==> config.mk <==
export PLATFORM = sky130hd
export DESIGN_NAME = quad_step_decoder_flat
export DESIGN_NICKNAME = d
export VERILOG_FILES = /design/src/rtl/quad_step_decoder_if.sv /design/src/rtl/quad_step_decoder.sv /design/src/flat_wrapper.sv
export SDC_FILE = /design/constraint.sdc
export NUM_CORES = 1
export LEC_CHECK = 0
export ABC_AREA = 1
export BUFFER_PORTS_ARGS = -buffer_cell sky130_fd_sc_hd__clkbuf_2
export CORE_MARGIN = 2
export CORE_UTILIZATION = 59
export DETAILED_ROUTE_END_ITERATION = 6
export HOLD_SLACK_MARGIN = 0.05
export MAX_ROUTING_LAYER = met4
export PLACE_DENSITY_LB_ADDON = 0.12
export SLEW_MARGIN = 20
export SYNTH_ARGS = -nofsm -noshare
export SYNTH_HDL_FRONTEND = slang
export SYNTH_SLANG_ARGS = --single-unit
==> constraint.sdc <==
create_clock -name clk -period 2.3 [get_ports clk]
set_input_delay 0.115 -clock clk [delete_from_list [all_inputs] [get_ports clk]]
set_output_delay 0.115 -clock clk [all_outputs]
set_load 0.01 [all_outputs]
==> src/rtl/quad_step_decoder_if.sv <==
// Bundle of the quadrature decoder's signals, excluding clock and reset.
// master: drives a_in/b_in/en/clr_err and observes the decoder outputs.
// slave : the decoder side; ports: ready, step, dir, err_pulse, err_cnt[ERR_W], ab_state[2].
interface quad_step_decoder_if #(
  parameter int ERR_W = 8
);
  logic             a_in;
  logic             b_in;
  logic             en;
  logic             clr_err;
  logic             ready;
  logic             step;
  logic             dir;
  logic             err_pulse;
  logic [ERR_W-1:0] err_cnt;
  logic [1:0]       ab_state;

  modport master (
    output a_in, b_in, en, clr_err,
    input  ready, step, dir, err_pulse, err_cnt, ab_state
  );

  modport slave (
    input  a_in, b_in, en, clr_err,
    output ready, step, dir, err_pulse, err_cnt, ab_state
  );
endinterface

==> src/rtl/quad_step_decoder.sv <==
// Synchronises, glitch-filters and decodes two quadrature inputs into a step pulse + direction.
// Latency: step/err_pulse high the cycle after edge FILT_LEN+2 (edge 0 = first sample of a change).
// No backpressure: step is a one-cycle pulse. Ports: clk, rst (async, high), bus (slave modport).
module quad_step_decoder #(
  parameter int FILT_LEN = 4,
  parameter int CNT_W    = 3,
  parameter int ERR_W    = 8
) (
  input logic                clk,
  input logic                rst,
  quad_step_decoder_if.slave bus
);

  localparam logic [CNT_W-1:0] FILT_TOP   = CNT_W'(FILT_LEN - 1);
  localparam logic [CNT_W-1:0] INIT_EDGES = CNT_W'(FILT_LEN + 2);

  typedef enum logic {
    ST_INIT = 1'b0,
    ST_RUN  = 1'b1
  } state_t;

  state_t                    state_q, state_d;
  logic [1:0]                sync1_q, sync1_d;
  logic [1:0]                sync2_q, sync2_d;
  logic [1:0]                filt_q, filt_d;
  logic [1:0]                prev_q, prev_d;
  logic [1:0][CNT_W-1:0]     fcnt_q, fcnt_d;
  logic [CNT_W-1:0]          init_cnt_q, init_cnt_d;
  logic                      ready_q, ready_d;
  logic                      step_q, step_d;
  logic                      dir_q, dir_d;
  logic                      err_pulse_q, err_pulse_d;
  logic [ERR_W-1:0]          err_cnt_q, err_cnt_d;
  logic [1:0]                diff;
  logic                      fwd;

  always_comb begin
    sync1_d     = {bus.a_in, bus.b_in};
    sync2_d     = sync1_q;
    filt_d      = filt_q;
    fcnt_d      = fcnt_q;
    prev_d      = filt_q;  // prev follows cur every edge, even with en low
    init_cnt_d  = init_cnt_q;
    state_d     = state_q;
    ready_d     = ready_q;
    step_d      = 1'b0;
    dir_d       = dir_q;
    err_pulse_d = 1'b0;
    err_cnt_d   = err_cnt_q;

    diff = prev_q ^ filt_q;
    // For a single-bit change, A_new != B_old exactly on the forward
    // sequence 00->10->11->01->00.
    fwd  = prev_q[0] ^ filt_q[1];

    if (state_q == ST_INIT) begin
      // Track the inputs unfiltered so a resting non-00 encoder is
      // adopted as the starting state instead of being seen as a move.
      filt_d     = sync2_q;
      fcnt_d     = '0;
      init_cnt_d = init_cnt_q + 1'b1;
      if (init_cnt_d == INIT_EDGES) begin
        state_d = ST_RUN;
        ready_d = 1'b1;
      end
    end else begin
      for (int ch = 0; ch < 2; ch++) begin
        if (sync2_q[ch] != filt_q[ch]) begin
          if (fcnt_q[ch] == FILT_TOP) begin
            filt_d[ch] = sync2_q[ch];
            fcnt_d[ch] = '0;
          end else begin
            fcnt_d[ch] = fcnt_q[ch] + 1'b1;
          end
        end else begin
          fcnt_d[ch] = '0;
        end
      end

      if (bus.en) begin
        if (diff == 2'b11) begin
          err_pulse_d = 1'b1;
        end else if (diff != 2'b00) begin
          step_d = 1'b1;
          dir_d  = fwd;
        end
      end
    end

    // A clear coincident with an error leaves that error counted.
    if (bus.clr_err) begin
      err_cnt_d = {{(ERR_W-1){1'b0}}, err_pulse_d};
    end else if (err_pulse_d && (err_cnt_q != {ERR_W{1'b1}})) begin
      err_cnt_d = err_cnt_q + 1'b1;
    end
  end

  always_ff @(posedge clk or posedge rst) begin
    if (rst) begin
      state_q     <= ST_INIT;
      sync1_q     <= 2'b00;
      sync2_q     <= 2'b00;
      filt_q      <= 2'b00;
      prev_q      <= 2'b00;
      fcnt_q      <= '0;
      init_cnt_q  <= '0;
      ready_q     <= 1'b0;
      step_q      <= 1'b0;
      dir_q       <= 1'b1;
      err_pulse_q <= 1'b0;
      err_cnt_q   <= '0;
    end else begin
      state_q     <= state_d;
      sync1_q     <= sync1_d;
      sync2_q     <= sync2_d;
      filt_q      <= filt_d;
      prev_q      <= prev_d;
      fcnt_q      <= fcnt_d;
      init_cnt_q  <= init_cnt_d;
      ready_q     <= ready_d;
      step_q      <= step_d;
      dir_q       <= dir_d;
      err_pulse_q <= err_pulse_d;
      err_cnt_q   <= err_cnt_d;
    end
  end

  assign bus.ready     = ready_q;
  assign bus.step      = step_q;
  assign bus.dir       = dir_q;
  assign bus.err_pulse = err_pulse_q;
  assign bus.err_cnt   = err_cnt_q;
  assign bus.ab_state  = filt_q;

endmodule

==> src/flat_wrapper.sv <==
// flat-port wrapper written by rule: the top's interface ports become plain ports
module quad_step_decoder_flat 
#(
  parameter int FILT_LEN = 4,
  parameter int CNT_W    = 3,
  parameter int ERR_W    = 8
)
  (clk, rst, bus_a_in, bus_b_in, bus_en, bus_clr_err, bus_ready, bus_step, bus_dir, bus_err_pulse, bus_err_cnt, bus_ab_state);
  quad_step_decoder_if #(.ERR_W(ERR_W)) bus_i ();
  input logic clk;
  input logic rst;
  input wire logic [$bits(bus_i.a_in)-1:0] bus_a_in;
  input wire logic [$bits(bus_i.b_in)-1:0] bus_b_in;
  input wire logic [$bits(bus_i.en)-1:0] bus_en;
  input wire logic [$bits(bus_i.clr_err)-1:0] bus_clr_err;
  output wire logic [$bits(bus_i.ready)-1:0] bus_ready;
  output wire logic [$bits(bus_i.step)-1:0] bus_step;
  output wire logic [$bits(bus_i.dir)-1:0] bus_dir;
  output wire logic [$bits(bus_i.err_pulse)-1:0] bus_err_pulse;
  output wire logic [$bits(bus_i.err_cnt)-1:0] bus_err_cnt;
  output wire logic [$bits(bus_i.ab_state)-1:0] bus_ab_state;
  assign bus_i.a_in = bus_a_in;
  assign bus_i.b_in = bus_b_in;
  assign bus_i.en = bus_en;
  assign bus_i.clr_err = bus_clr_err;
  assign bus_ready = bus_i.ready;
  assign bus_step = bus_i.step;
  assign bus_dir = bus_i.dir;
  assign bus_err_pulse = bus_i.err_pulse;
  assign bus_err_cnt = bus_i.err_cnt;
  assign bus_ab_state = bus_i.ab_state;
  quad_step_decoder #(.FILT_LEN(FILT_LEN), .CNT_W(CNT_W), .ERR_W(ERR_W)) u_core (.clk(clk), .rst(rst), .bus(bus_i));
endmodule
==> impl_metrics.py <==
metrics = {
    "power": {
        "power_frac_clock": 0.202,
        "share_comb_of_total_power": 0.335,
        "p_per_area_mw_per_mm2": 974.9,
        "intPower_mw": 1.007,
        "peakVddDrop_uv": 677.0,
        "p_sw_mw": 0.5722,
        "p_sw_frac": 0.3623,
        "leakage_nw": 0.8668,
        "p_seq_frac": 0.462,
    },
    "synth": {
        "synthMuxAreaShare": 0,
        "syn_area_mm2": 0.001390,
        "synth_top_family_by_area": "simple AND/OR/NAND/NOR gates",
        "synthAdderAreaFrac": 0.06301,
        "yosysUniqueCellTypes": 24,
        "synth_cells": 144,
        "syn_avg_cell_area_um2": 9.653,
        "synth_compound_area_frac": 0.04410,
        "ys_seq_elements": 30,
        "ys.warnings.count": 0,
        "ys_seq_area_frac": 0.5410,
        "synthXorXnorAreaFrac": 0.07561,
        "synth_nets": 157,
        "yosys.area_share.simple": 0.2088,
    },
    "route": {
        "drt_wl_total_um": 2486,
        "drt_iter0_markers": 24,
        "vias": 998,
        "drtAntennaViolNets": 0,
        "wl_per_cell_um": 12.25,
        "drc": 0,
        "vias_per_cell": 4.916,
        "first_pass_iters": 4,
    },
    "layout": {
        "final_area_mm2": 0.001620,
        "final_nets": 187,
        "drive_gt1_frac": 0.2286,
        "areaGrowthSynthToFinish_pct": 16.56,
        "num_antenna_cells": 0,
        "finalNonFillerCells": 203,
    },
    "timing": {
        "finalCritPeriodShare": 0.7016,
        "fmax_mhz": 619.7,
        "finalWorstPathRequiredPeriod_ns": 1.614,
        "rsz0062_at_grt": "no",
        "fin_tns_setup_ns": 0,
        "worstMarginPinSlew_ns": 0.3610,
        "holdWs_ns": 0.1339,
        "slew_headroom": 0.7593,
        "setup_viol": 0,
        "final-hold-violation-count": 0,
        "clock_skew_ns": 0.004933,
        "slew_violations": 0,
    },
    "clock_tree": {
        "numCtsBuffers": 5,
        "clk_pin_slew_ns": 0.09,
        "ctsRootBufferMaster": "clkbuf_4",
        "cts_num_sinks": 30,
        "clk_latency_ns": 0.32,
        "clk_path_buf_depth": 2,
        "cts.htree.levels": 2,
        "cts_tree": "done",
        "postCtsSetupBuffers": 0,
    },
    "setup_path": {
        "cp_max_fo": 6,
        "start_kind": "flip-flop",
        "crit_path_max_incr_delay_ns": 0.48,
        "path_cells": "xnor2_1 > inv_1 > ha_1 > nand3_1 > inv_2 > nand2_4 > nor2_4 > nand2_1 > nand2_1",
        "critical_path_class": "reg2reg",
        "cp.required_ns": 2.52,
        "end_kind": "flip-flop",
        "cp.arrival_ns": 1.83,
        "path_common_cell": "nand2_1",
        "reg2reg_slack_ns": 0.69,
        "slowest_stage": "dfrtp_1",
    },
    "global_routing": {
        "track_usage": 0.2319,
        "grt_pass1_wl_um": 4284,
        "grt-ovfl-total": 0,
        "antenna_found_initial": 0,
        "grt_pass1_vias": 991,
        "grt_max_degree": 31,
    },
    "die": {
        "ios": 20,
        "row_count": 17,
        "start_util": 0.6284,
        "die_w_um": 52.54,
        "fp.dieArea_mm2": 0.002760,
        "die_h_um": 52.54,
        "core_mm2": 0.002212,
    },
    "placed_design": {
        "placed_area_mm2": 0.001520,
        "dpl.hpwl_um": 1883,
        "place.gp.congestion": 0.8080,
        "io_buffers": 19,
        "dp_cells": 191,
    },
    "run": {
        "max_cap_violations": 0,
    },
    "run_status": {
        "status": "completed",
    },
    "worst_hold_path": {
        "worstHoldPathType": "in2reg",
    },
}
cells in the mapped netlist:
master     n  share of area
a21oi_1    2         0.0072
a21oi_2    1         0.0063
buf_4      1         0.0054
clkinv_1   1         0.0027
dfrtp_1   29           0.52
dfstp_2    1          0.019
ha_1       7          0.063
inv_1     19          0.051
inv_2      3         0.0081
nand2_1   28          0.076
nand2_2    3          0.014
nand2_4    1         0.0081
nand3_1   13          0.047
nor2_1     7          0.019
nor2_2     1         0.0045
nor2_4     3          0.024
nor3_1     2         0.0072
nor3b_1    1         0.0054
nor4_1     1         0.0045
o21ai_0    5          0.018
o21ai_1    2         0.0072
o31ai_1    1         0.0054
xnor2_1    6          0.038
xor2_1     6          0.038
through the flow:
stage               power (mW)    util  worst slack, ns
finish                   1.580  0.7325           0.6863
floorplan                1.099       -           0.8514
global route             1.704  0.7325           0.5225
detailed placement       1.273  0.6872           0.7041
CTS                      1.594  0.7325           0.6856
global placement         1.222  0.6872           0.7972
cell usage in the layout, fill, tap and decap left out, drive strengths merged:
master	n
a21oi	3
buf	1
clkbuf	26
clkinv	2
dfrtp	29
dfstp	1
dlygate4sd3	4
ha	7
inv	22
nand2	32
nand3	13
nor2	11
nor3	2
nor3b	1
nor4	1
o21ai	7
o31ai	1
xnor2	6
xor2	6
power by group through the flow:
| stage | combinational [mW] | clock, mW | sequential (mW) |
|---|---|---|---|
| global placement | 0.491 | 0 | 0.732 |
| CTS | 0.537 | 0.326 | 0.732 |
| detailed placement | 0.530 | 0 | 0.743 |
| global route | 0.610 | 0.350 | 0.744 |
| floorplan | 0.342 | 0 | 0.757 |
| finish | 0.530 | 0.320 | 0.730 |
per-layer routing:
metal  up-vias  wire, um  global-route usage
li1        508         -                   -
met3         2       126             0.08571
met4         0        23             0.08974
met5         -         0                   -
met1       462      1073              0.2581
met2        26      1262              0.3792
final timing paths:
kind / to / depth (start not counted) / from
max: u_core.bus.err_cnt[5]$_DFFE_PP0P_ / 9 / u_core.bus.ab_state[1]$_DFFE_PP0P_
min: u_core.bus.err_cnt[7]$_DFFE_PP0P_ / 4 / bus_clr_err
max reg2reg: u_core.bus.err_cnt[5]$_DFFE_PP0P_ / 9 / u_core.bus.ab_state[1]$_DFFE_PP0P_
min reg2reg: u_core.sync2_q[0]$_DFF_PP0_ / 0 / u_core.sync1_q[0]$_DFF_PP0_
max in group asynchronous: u_core.bus.dir$_DFFE_PP1P_ / 4 / rst
min in group asynchronous: u_core.bus.err_cnt[1]$_DFFE_PP0P_ / 4 / rst
worst max-delay path, delay by kind of cell (launching register included):
kind                     cells  cell delay, ns
flip-flops                   1            0.48
XOR/XNOR                     1            0.25
adder cells (fa/ha/maj)      1            0.19
buffers and inverters        2            0.16
AND/OR/NAND/NOR              5            0.45
sequential cells by signal (all words and copies together), names as in the netlist:
name / flops
u_core.sync2_q: 2
u_core.bus.err_pulse: 1
u_core.bus.err_cnt: 8
u_core.state_q: 1
u_core.fcnt_q: 6
u_core.sync1_q: 2
u_core.prev_q: 2
u_core.bus.ab_state: 2
u_core.bus.step: 1
u_core.bus.dir: 1
u_core.init_cnt_q: 3
u_core.bus.ready: 1
cell type report:
type	count	area, um^2
sequential	30	752.0
clock buffer	7	55.05
timing repair buffer	24	142.6
multi-input combinational	90	544.3
clock inverter	1	5.005
fill	177	591.8
tap	28	35.03
inverter	23	86.33
cell families (layout without fill, tap and decap cells):
logic type | Yosys count | after routing
flip-flops | 30 | 30
AO/OA/AOI/OAI | 11 | 11
XOR/XNOR | 12 | 12
buffers and inverters | 24 | 55
adder cells (fa/ha/maj) | 7 | 7
AND/OR/NAND/NOR | 60 | 60
timing repair:
| item | CTS | global route |
|---|---|---|
| hold buffers | 4 | 0 |
| gates resized for setup | 0 | 0 |
| endpoints found under the hold margin | 32 | 0 |
(Power assumes the default switching activity.)
